$ cat src/rtl/serdes_lane_aligner.sv
`default_nettype none
// +----------------------------------------------------------------------------+
// | Module      : serdes_lane_aligner                                          |
// | Description : Transposes the lane-interleaved ISERDES word into per-lane   |
// |               BITS-wide words and word-aligns each lane by bit-slipping    |
// |               against a training pattern, reporting lock / fail status.    |
// |               Optional lock monitor: define SERDES_LOCK_MONITOR_EN to      |
// |               drop lock (and pulse o_lock_lost) on a mismatching training  |
// |               word while locked.                                           |
// | Revision    : 1.0 - initial parametrised release                           |
// +----------------------------------------------------------------------------+
module serdes_lane_aligner #(
  parameter int              LANES          = 8,
  parameter int              BITS           = 8,
  parameter logic [BITS-1:0] TRAIN_PATTERN  = 8'hA5,
  parameter int              MATCH_COUNT    = 4,
  parameter int              SEARCH_TIMEOUT = 256
) (
  input  logic                            clk,
  input  logic                            rst_n,
  input  logic                            i_valid,
  input  logic [LANES*BITS-1:0]           i_lvds,
  input  logic                            i_align_start,
  input  logic                            i_train,
  output logic                            o_valid,
  output logic [LANES*BITS-1:0]           o_data,
  output logic [LANES*$clog2(BITS)-1:0]   o_offset,
  output logic [LANES-1:0]                o_locked,
  output logic                            o_all_locked,
  output logic [LANES-1:0]                o_fail,
  output logic [LANES-1:0]                o_lock_lost
);

  localparam int OFF_W = $clog2(BITS);
  localparam int MC_W  = $clog2(MATCH_COUNT + 1);
  localparam int TO_W  = $clog2(SEARCH_TIMEOUT + 1);

  localparam logic [OFF_W-1:0] OFF_MAX = OFF_W'(BITS - 1);
  localparam logic [MC_W-1:0]  MC_MAX  = MC_W'(MATCH_COUNT);
  localparam logic [TO_W-1:0]  TO_MAX  = TO_W'(SEARCH_TIMEOUT);

  typedef enum logic [1:0] {
    ST_IDLE   = 2'd0,
    ST_SEARCH = 2'd1,
    ST_LOCKED = 2'd2,
    ST_FAIL   = 2'd3
  } state_e;

  // Pipeline valid flags: stage 1 (history registers) and stage 2 (outputs).
  logic valid1_q, valid1_d;
  logic valid2_q, valid2_d;
  logic all_locked_q, all_locked_d;

  // Next-cycle lock of every lane, so the global flag registers alongside o_locked.
  logic [LANES-1:0] locked_nxt;

  // Valid pipeline and global lock next-state.
  always_comb begin
    valid1_d     = i_valid;
    valid2_d     = valid1_q;
    all_locked_d = &locked_nxt;
  end

  // Valid pipeline and global lock registers.
  always_ff @(posedge clk or negedge rst_n) begin
    if (!rst_n) begin
      valid1_q     <= 1'b0;
      valid2_q     <= 1'b0;
      all_locked_q <= 1'b0;
    end else begin
      valid1_q     <= valid1_d;
      valid2_q     <= valid2_d;
      all_locked_q <= all_locked_d;
    end
  end

  assign o_valid      = valid2_q;
  assign o_all_locked = all_locked_q;

  for (genvar l = 0; l < LANES; l++) begin : g_lane
    logic [BITS-1:0]   word_w;
    logic [2*BITS-1:0] window_w;
    logic [BITS-1:0]   aligned_w;
    logic              match_w;

    logic [BITS-1:0]  cur_q,    cur_d;
    logic [BITS-1:0]  prev_q,   prev_d;
    logic [BITS-1:0]  data_q,   data_d;
    state_e           state_q,  state_d;
    logic [OFF_W-1:0] offset_q, offset_d;
    logic [MC_W-1:0]  match_q,  match_d;
    logic [TO_W-1:0]  tmo_q,    tmo_d;
    logic             locked_q, locked_d;
    logic             fail_q,   fail_d;
`ifdef SERDES_LOCK_MONITOR_EN
    logic             lost_q,   lost_d;
`endif

    // Gather this lane's bits out of the interleaved word; the first serial
    // bit (k = 0) lands in the word MSB.
    always_comb begin
      word_w = '0;
      for (int k = 0; k < BITS; k++) begin
        word_w[BITS-1-k] = i_lvds[k*LANES + (LANES-1-l)];
      end
    end

    // Two-word history window and the slip-selected aligned word.
    always_comb begin
      window_w  = {prev_q, cur_q};
      aligned_w = window_w[offset_q +: BITS];
      match_w   = (aligned_w == TRAIN_PATTERN);
    end

    // Stage-1 history shift on each accepted word; stage-2 output capture.
    always_comb begin
      cur_d  = cur_q;
      prev_d = prev_q;
      data_d = data_q;
      if (i_valid) begin
        prev_d = cur_q;
        cur_d  = word_w;
      end
      if (valid1_q) begin
        data_d = aligned_w;
      end
    end

    // Alignment FSM next-state: restart has priority over any evaluation.
    always_comb begin
      state_d  = state_q;
      offset_d = offset_q;
      match_d  = match_q;
      tmo_d    = tmo_q;
`ifdef SERDES_LOCK_MONITOR_EN
      lost_d   = 1'b0;
`endif
      if (i_align_start) begin
        state_d  = ST_SEARCH;
        offset_d = '0;
        match_d  = '0;
        tmo_d    = '0;
      end else if (valid1_q) begin
        case (state_q)
          ST_SEARCH: begin
            if (tmo_q != TO_MAX) begin
              tmo_d = tmo_q + TO_W'(1);
            end
            if (i_train) begin
              if (match_w) begin
                if (match_q != MC_MAX) begin
                  match_d = match_q + MC_W'(1);
                end
              end else begin
                match_d  = '0;
                offset_d = (offset_q == OFF_MAX) ? '0 : offset_q + OFF_W'(1);
              end
            end
            // A lock on the final allowed word beats the timeout.
            if (match_d == MC_MAX) begin
              state_d = ST_LOCKED;
            end else if (tmo_d == TO_MAX) begin
              state_d = ST_FAIL;
            end
          end
          ST_LOCKED: begin
`ifdef SERDES_LOCK_MONITOR_EN
            // Keep the offset: a single bad word is usually a glitch, not a skew change.
            if (i_train && !match_w) begin
              state_d = ST_SEARCH;
              match_d = '0;
              tmo_d   = '0;
              lost_d  = 1'b1;
            end
`endif
          end
          default: begin
          end
        endcase
      end
      locked_d = (state_d == ST_LOCKED);
      fail_d   = (state_d == ST_FAIL);
    end

    // Lane state and data registers.
    always_ff @(posedge clk or negedge rst_n) begin
      if (!rst_n) begin
        cur_q    <= '0;
        prev_q   <= '0;
        data_q   <= '0;
        state_q  <= ST_IDLE;
        offset_q <= '0;
        match_q  <= '0;
        tmo_q    <= '0;
        locked_q <= 1'b0;
        fail_q   <= 1'b0;
      end else begin
        cur_q    <= cur_d;
        prev_q   <= prev_d;
        data_q   <= data_d;
        state_q  <= state_d;
        offset_q <= offset_d;
        match_q  <= match_d;
        tmo_q    <= tmo_d;
        locked_q <= locked_d;
        fail_q   <= fail_d;
      end
    end

`ifdef SERDES_LOCK_MONITOR_EN
    // Lock-lost pulse register.
    always_ff @(posedge clk or negedge rst_n) begin
      if (!rst_n) begin
        lost_q <= 1'b0;
      end else begin
        lost_q <= lost_d;
      end
    end
    assign o_lock_lost[l] = lost_q;
`else
    assign o_lock_lost[l] = 1'b0;
`endif

    assign locked_nxt[l]                 = locked_d;
    assign o_data[l*BITS +: BITS]        = data_q;
    assign o_offset[l*OFF_W +: OFF_W]    = offset_q;
    assign o_locked[l]                   = locked_q;
    assign o_fail[l]                     = fail_q;
  end

endmodule
`default_nettype wire

$ cat config.mk
export PLATFORM = sky130hd
export DESIGN_NAME = serdes_lane_aligner
export DESIGN_NICKNAME = d
export VERILOG_FILES = /design/src/rtl/serdes_lane_aligner.sv
export SDC_FILE = /design/constraint.sdc
export NUM_CORES = 1
export LEC_CHECK = 0
export ABC_CLOCK_PERIOD_IN_PS = 3400
export CAP_MARGIN = 20
export CORE_AREA = 4 4 182 201
export CTS_BUF_LIST = sky130_fd_sc_hd__clkbuf_4 sky130_fd_sc_hd__clkbuf_8 sky130_fd_sc_hd__clkbuf_16
export DETAILED_ROUTE_END_ITERATION = 8
export DIE_AREA = 0 0 186 205
export GPL_ROUTABILITY_DRIVEN = 0
export PLACE_DENSITY = 0.81
export SLEW_MARGIN = 20
export SYNTH_ARGS = -nofsm -noshare
export SYNTH_HDL_FRONTEND = slang
export SYNTH_SLANG_ARGS = --single-unit
$ cat constraint.sdc
create_clock -name clk -period 3.4 [get_ports clk]
set_input_delay 0.85 -clock clk [delete_from_list [all_inputs] [get_ports clk]]
set_output_delay 0.85 -clock clk [all_outputs]
set_load 0.05 [all_outputs]
Word level (Yosys, flattened, before mapping)
Index checks and enable logic that the tools add are counted.
- add/subtract/negate cells: 24
- multiply operators: 0
- divide/modulo/power cells: 0
- magnitude comparators: 0
- equal/unequal tests: 80
- shift operators: 8
- multiplexer cells: 216
- bitwise operators: 0
- reduce and logical (&&, ||, !) cells: 27
- operator list (kind ; number):
    two-way mux 9 bit ; 56
    two-way mux 3 bit ; 120
    variable part select 16 x 4 -> 8 bit ; 8
    two-way mux 2 bit ; 40
    adder 9 x 1 -> 9 bit, second input constant ; 8
    == test 9 bit, second input constant ; 8
    != test 9 bit, second input constant ; 8
    == test 8 bit, second input constant ; 8
    adder 3 x 1 -> 3 bit, second input constant ; 16
    == test 3 bit, second input constant ; 16
    == test 2 bit, second input constant ; 16
    AND reduction 4 bit ; 8
    != test 3 bit, second input constant ; 8
    nonzero test 2 bit ; 10
    == test 2 x 1 -> 1 bit, second input constant ; 8
    != test 2 bit, second input constant ; 8
    AND reduction 2 bit ; 8
    AND reduction 8 bit ; 1
- register bits: 347
- latch bits: 0
- bits in writable memories: 0
- memory bits (read-only): 0
- input bits: 69
- output and inout port bits: 114
- logic and storage cells: 430
- memories kept: 0

Longest topological paths before layout
Gate-level depths: netlist (run 1).
- depth after elaboration: 14
- depth in mapped cells: 11
- mapped depth without buffers: 10

Worst setup path after synthesis (run 1)
No wires, ideal clock.
- path kind: reg2reg
- start: register g_lane[3].offset_q[0]
- end: register all_locked_q, in the netlist o_all_locked
- library setup time: 0.080 ns
- data arrival time: 2.912 ns
- data required time: 3.320 ns
- path slack: 0.407 ns
- stages on the path, launching flop included: 10
- cell sequence: dfrtp_1 > buf_6 > buf_2 > mux2_2 > o31a_1 > nor4_4 > a31oi_1 > a211o_1 > o32a_1 > nor3_2
- word-level cells in the longest chain between the ends: 14
- RTL lines (what ; RTL line ; text):
    from (decl) ; 90 ; logic [OFF_W-1:0] offset_q, offset_d;
    from (signal assigned) ; 202 ; offset_q <= offset_d;
    variable part select 16 x 4 -> 8 bit ; 111 ; aligned_w = window_w[offset_q +: BITS];
    == test 8 bit ; 112 ; match_w = (aligned_w == TRAIN_PATTERN);
    two-way mux 3 bit ; 150 ; if (match_w) begin
    two-way mux 3 bit ; 149 ; if (i_train) begin
    two-way mux 3 bit ; 144 ; case (state_q)
    two-way mux 3 bit ; 143 ; end else if (valid1_q) begin
    two-way mux 3 bit ; 138 ; if (i_align_start) begin
    == test 3 bit ; 160 ; if (match_d == MC_MAX) begin
    two-way mux 2 bit ; 160 ;
    two-way mux 2 bit ; 144 ;
    two-way mux 2 bit ; 143 ;
    two-way mux 2 bit ; 138 ;
    == test 2 bit ; 181 ; locked_d = (state_d == ST_LOCKED);
    AND reduction 8 bit ; 61 ; all_locked_d = &locked_nxt;
    named net all_locked_d ; 52 ; logic all_locked_q, all_locked_d;
    to (signal assigned) ; 73 ; all_locked_q <= all_locked_d;
    to (decl) ; 52 ;
The timed path passes the listed nets, and every way through them passes these cells. The select of a mux whose other input is x is not followed.
A chain may end at the register's enable or synchronous reset.

Final worst setup path (run 1)
- start: register g_lane[3].offset_q[0]
- end: register g_lane[3].locked_q
- word-level cells in the longest chain between the ends: 13
- RTL lines (what ; RTL line ; text):
    variable part select 16 x 4 -> 8 bit ; 111 ;
    == test 8 bit ; 112 ;
    two-way mux 3 bit ; 150 ;
    two-way mux 3 bit ; 149 ;
    two-way mux 3 bit ; 144 ;
    two-way mux 3 bit ; 143 ;
    two-way mux 3 bit ; 138 ;
    == test 3 bit ; 160 ;
    two-way mux 2 bit ; 160 ;
    two-way mux 2 bit ; 144 ;
    two-way mux 2 bit ; 143 ;
    two-way mux 2 bit ; 138 ;
    == test 2 bit ; 181 ;
    named net g_lane[3].locked_d ; 93 ; logic locked_q, locked_d;
    to (signal assigned) ; 205 ; locked_q <= locked_d;
    to (decl) ; 93 ;
The timed path passes the listed nets, and every way through them passes these cells. The select of a mux whose other input is x is not followed.

==> impl_metrics.ini, run 1 <==
[routing]
route.detailed.drc = 0
wl_um = 48940
routed-via-count = 15720
wl_per_cell_um = 19.38
via_per_inst = 6.225
ant_nets = 0
drt_iter0_markers = 1631
drtPass1Iterations = 6

[synthesis]
synth_edf_count = 0
synth.yosys.seq_area_share = 0.4209
synth_top_family_by_area = multiplexers
synthSimpleGateAreaFrac = 0.1544
synth_seq_cells = 339
synth_area_sq_um = 20160
syn_inst = 1937
ys.warnings.count = 0
yosys.area.top_type = dfrtp_1
synth_top_area_frac = 0.4209
syn_avg_cell_area_sq_um = 10.41
synth_compound_area_frac = 0.09858
synth_mux_area_frac = 0.2140
ys.flop_type = dfrtp_1
synthArstFlopShare = 1.000
synth_cell_types = 79
synth-adder-area-share = 0.02980
synth.area.top_cells = dfrtp_1, mux2_2, mux4_2
synth-xor-area-share = 0.03476

[placed_design]
io_buffer_count = 174
place.detailed.hpwl_um = 34110
post_dp_cell_area_sq_um = 22210

[sta]
drv_slew = 0
finalSetupViolCount = 0
max_freq_ghz = 0.3093
hold_violations = 0
worst_pin_slew_ns = 0.6671
rsz0062_at_grt = no
post-route-min-period_ns = 3.233
min_period_over_period = 0.9509
fin_setup_tns_ns = 0
slew_headroom = 0.5539
worst_clock_skew_ns = 0.02986

[die]
io_pins = 183
die_x_um = 186
coreArea_sq_um = 34290
num_rows = 71
die_y_um = 205
start_util = 0.5878
die_area_sq_um = 38130

[clock_tree]
htreeDepth = 2
hold_buffers = 0
cts_tree = done
clk_root_buffer_cell = clkbuf_16
clockBufferDepth = 3
cts_buffers = 37
clk_latency_ns = 0.55
path_clk_slew_ns = 0.06
clock_sinks = 339

[setup_path]
reg2regPathDepth = 10
r2r-end = g_lane[3].locked_q
reg2reg_slack_ns = 0.17
required_ns = 3.87
critPathKind = register to register
path_max_fanout = 12
start_kind = register
end_kind = register
cp.arrival_ns = 3.70
timing.rr.start = g_lane[3].offset_q[0]

[power]
comb_power_share = 0.242
power.switching_mw = 3.840
seq_power_share = 0.402
sw_frac_of_total = 0.3133
intPower_mw = 8.417
peakVddDrop_mv = 0.4977
leakagePower_nw = 9.690
p_clk_frac = 0.355
power_density_nw_per_um2 = 520.1

[cells_and_area]
final_nets = 2176
drive_gt1_frac = 0.1740
stdcell_area_sq_um = 23570
syn2layout_area_growth_pct = 16.92
final_core_util = 0.6872

[global_route]
grt_max_degree = 111
grt_util_all_layers = 0.2599
antenna_found_initial = 1
first_global_vias = 15930
grt_first_pass_wirelength_um = 81620
grt_overflow_total = 0

[outcome]
status = complete, no violations

[min_path]
hold_path.class = input pin to async pin

[run]
drv_cap = 0
## critical path, stage by stage (launching register included)
cell       delay (ns)
dfrtp_1          0.64
mux4_2           0.58
nor3b_1          0.16
o2111ai_1        0.35
nor4_4           0.08
buf_4            0.19
buf_4            0.14
a31o_1           0.22
a211o_1          0.34
o31ai_2          0.30
and2_1           0.18
## worst max-delay path by stage
stage,from,endpoint,slack (ns),depth (start not counted)
after floorplan,g_lane[3].offset_q[0],o_all_locked,0.41,9
after global placement,g_lane[3].offset_q[1],o_all_locked,0.30,8
after detailed placement,g_lane[3].offset_q[1],o_all_locked,0.19,8
after CTS,g_lane[3].offset_q[1],g_lane[3].locked_q,0.18,8
after global routing,g_lane[3].offset_q[0],g_lane[3].state_q[0],0.02,10
final,g_lane[3].offset_q[0],g_lane[3].locked_q,0.17,10
## per-stage QoR
stage	hold WS [ns]	setup WS (ns)	std cells	total power, mW
floorplan	0.3846	0.4072	1944	6.919
global placement	0.4691	0.3039	2455	7.840
detailed placement	0.4912	0.1867	2455	7.935
CTS	0.3293	0.1751	2521	12.32
global route	0.3380	0.01643	2524	12.77
finish	0.2945	0.1668	2525	12.26
## layer usage
metal,GRT usage,share of wire
met1,0.3648,0.43
met2,0.4219,0.49
met3,0.04280,0.062
met4,0.07366,0.023
met5,0,0
## layout make-up
type,count,area [sq um]
Multi-Input combinational cell,1391,10740
Fill cell,2428,10730
Sequential cell,339,8488
Timing Repair Buffer,225,2207
Clock buffer,59,1189
Tap cell,438,548.0
Inverter,65,244.0
Clock inverter,7,142.6
Antenna cell,1,2.502
## what timing repair did
action | 4_1_cts | 5_1_grt
buffers inserted | 0 | 3
setup endpoints to repair | 0 | 4
gates resized for setup | 0 | 1
## power groups by stage
stage | registers (mW) | logic [mW] | clock network, mW
after floorplan | 5.41 | 1.51 | 0
after global placement | 4.96 | 2.88 | 0
after detailed placement | 4.98 | 2.95 | 0
after CTS | 4.92 | 2.98 | 4.42
after global routing | 4.99 | 3.18 | 4.59
final | 4.93 | 2.97 | 4.35
## cell families after synthesis
| group | count (synthesis) |
|---|---|
| other cells | 1 |
| xor+xnor | 80 |
| fa+ha+maj | 48 |
| buf+inv | 214 |
| compound gates | 314 |
| flops | 339 |
| simple gates | 625 |
| mux | 316 |
## Yosys cell counts (9+ instances only)
cell / count
dfrtp_1: 339
nor2_1: 206
mux2_2: 150
nand2_1: 142
a21oi_1: 116
mux2i_1: 89
clkbuf_1: 80
mux4_2: 73
o21ai_0: 66
inv_1: 64
ha_1: 48
nand4_1: 48
xor2_1: 47
nand3_1: 43
xnor2_1: 33
buf_4: 26
nor2b_1: 25
nor3_1: 25
a31oi_1: 23
and2_1: 20
buf_1: 20
buf_2: 19
nand2b_1: 19
and3_1: 15
nor4_1: 14
a22o_1: 13
nor3b_1: 12
a211oi_1: 11
nand3b_1: 10
o211ai_1: 9
## layout by cell type, fill, tap and decap left out, drive strengths merged, types with 59 or more instances in the layout
cell,n
nand2,142
mux4,76
inv,65
clkbuf,59
dfrtp,339
mux2i,89
clkdlybuf4s50,170
mux2,151
o21ai,67
nor2,206
a21oi,116
## flip-flops by register name, summed over array words and instances, names as in the netlist
| signal | flops |
|---|---|
| valid1_q | 1 |
| g_lane.data_q | 64 |
| g_lane.cur_q | 64 |
| o_valid | 1 |
| o_all_locked | 1 |
| g_lane.tmo_q | 72 |
| g_lane.prev_q | 56 |
| g_lane.locked_q | 8 |
| g_lane.state_q | 16 |
| g_lane.fail_q | 8 |
| g_lane.offset_q | 24 |
| g_lane.match_q | 24 |
No activity file was read; power rests on OpenSTA's default activity.
==> inputs of run 2 (changes only) <==
--- a/config.mk
+++ b/config.mk
@@ -11,7 +11,6 @@
 export CTS_BUF_LIST = sky130_fd_sc_hd__clkbuf_4 sky130_fd_sc_hd__clkbuf_8 sky130_fd_sc_hd__clkbuf_16
 export DETAILED_ROUTE_END_ITERATION = 8
 export DIE_AREA = 0 0 186 205
-export GPL_ROUTABILITY_DRIVEN = 0
 export PLACE_DENSITY = 0.81
 export SLEW_MARGIN = 20
 export SYNTH_ARGS = -nofsm -noshare
==> run 2 against run 1 <==
Compared with the run above: largest power group unchanged; fmax is 1.1% lower; count of clock-buffer cells in the layout is 1 lower; wire length is 0.32% lower; register-to-register slack better by 0.16 ns; non-clock buffer count is 3 lower; sequential cell count stayed put; clock skew is 0.015 ns lower; sequential share of layout area hardly changed; clock power is 3% lower; setup slack worse by 0.036 ns; highest routed layer unchanged; global-route usage hardly changed; critical endpoint is now o_offset[22].
==> impl_metrics.ini, run 2 (synthesis results as in run 1) <==
[global_route]
first_global_vias = 15890
grt_overflow_total = 0
antenna_found_initial = 0
grt_max_degree = 79
grt_first_pass_wirelength_um = 81630
grt_util_all_layers = 0.2597

[clock_tree]
postCtsSetupBuffers = 0
clockBufferDepth = 3
cts_tree = done
clk_latency_ns = 0.54
path_clk_slew_ns = 0.06
clock_sinks = 339
htreeDepth = 2
cts_buffers = 38
clk_root_buffer_cell = clkbuf_16

[cells_and_area]
multiInputGateArea_sq_um = 10740
largest_reg_flops = 72
instances_no_fill = 2523
final_nets = 2174
seqCellArea_sq_um = 8487
drive_gt1_frac = 0.1731
reg.largest.list = g_lane.tmo_q x72, g_lane.cur_q x64, g_lane.data_q x64
final_cell_mix = dfrtp_1, nor2_1, clkdlybuf4s50_1
syn2layout_area_growth_pct = 16.75
fillCellCount = 2468
final_common_cell = dfrtp_1
regMostFlops = g_lane.tmo_q
antenna_cells = 0

[placed_design]
place.detailed.hpwl_um = 33870
place_congestion = 0.8995
post-place-cells = 2455
io_buffer_count = 174
pre_cts_ws_ns = 0.3343

[setup_path]
path_max_fanout = 17
cp-startpoint = g_lane[7].offset_q[1]
end_kind = output port
cp.arrival_ns = 2.42
timing.rr.start = g_lane[3].offset_q[1]
required_ns = 2.55
critPathKind = register to output port
start_kind = register

[sta]
hold_violations = 0
finalSetupViolCount = 0
post-route-min-period_ns = 3.269
worst_clock_skew_ns = 0.01485
drv_slew = 0
min_period_over_period = 0.9616
layout_setup_ws_ns = 0.1305
max_freq_ghz = 0.3059
fin_setup_tns_ns = 0
rsz0062_at_grt = no
slew_headroom = 0.5066
hold_ws_ns = 0.3008
worst_pin_slew_ns = 0.7392

[min_path]
hold_path.class = input pin to async pin

[routing]
wl_per_cell_um = 19.34
wl_um = 48790
via_per_inst = 6.236
drtPass1Iterations = 6
route.detailed.drc = 0
ant_nets = 0
drt_iter0_markers = 1143
routed-via-count = 15730

[run]
drv_cap = 0

[die]
die_area_sq_um = 38130
io_pins = 183
die_y_um = 205
die_x_um = 186
start_util = 0.5878
coreArea_sq_um = 34290
num_rows = 71

[outcome]
status = complete, no violations

[power]
peakVddDrop_mv = 0.4133
power_mw = 12.16
leakagePower_nw = 9.672
power_density_nw_per_um2 = 516.6
## run 2: changes by cell type in the layout (fill, tap and decap cells not counted), moves of 2 or more
cell	before	now
buf_4	46	41
bufinv_16	4	2
clkbuf_16	39	41
clkbuf_8	10	7
clkinv_2	1	7
buf_12	7	9
## run 2: power breakdown
group / leakage [nW] / internal (mW) / switching (mW)
combinational: 4.80 / 1.30 / 1.68
sequential: 4.22 / 4.42 / 0.516
clock: 0.657 / 2.58 / 1.66
total: 9.67 / 8.30 / 3.86
## run 2: cell type report
type / instances / area share
clock buffers: 58 / 0.05088
flip-flops and latches: 339 / 0.3606
clock inverters: 10 / 0.004360
multi-input cells: 1391 / 0.4566
inverters: 65 / 0.01037
well taps: 438 / 0.02329
repair buffers: 222 / 0.09390
## run 2: worst paths after layout
path	to	slack [ns]	cells past startpoint
setup / recovery	o_offset[22]	0.13	2
hold / removal	g_lane[4].tmo_q[4]	0.30	1
setup reg to reg	o_all_locked	0.33	8
hold reg to reg	g_lane[1].data_q[6]	0.48	1
max in group asynchronous	g_lane[7].prev_q[1]	2.33	2
min in group clk	g_lane[1].data_q[6]	0.48	1
## run 2: metrics by stage
step	cell area, sq um	util
2_1_floorplan	20180	-
3_3_place_gp	22230	0.6484
3_5_place_dp	22230	0.6484
4_1_cts	23530	0.6863
5_1_grt	23530	0.6863
6_report	23530	0.6863
## run 2: critical path: stages, from the launching register on
cell and delay [ns]:
dfrtp_1 0.78, buf_4 0.26, clkdlybuf4s50_1 0.83
## run 2: routing by layer
layer / wire length [um] / share of wire / vias to the layer above / global-route usage
li1: - / - / 7222 / -
met3: 3232 / 0.066 / 92 / 0.05132
met1: 20950 / 0.43 / 7883 / 0.3610
met5: 0 / 0 / - / 0
met4: 1070 / 0.022 / 0 / 0.07132
met2: 23530 / 0.48 / 537 / 0.4201
## run 2: timing repair
item                                    4_1_cts  5_1_grt
endpoints found under the setup margin        0        1
resized for setup                             0        0
hold buffers                                  0        0
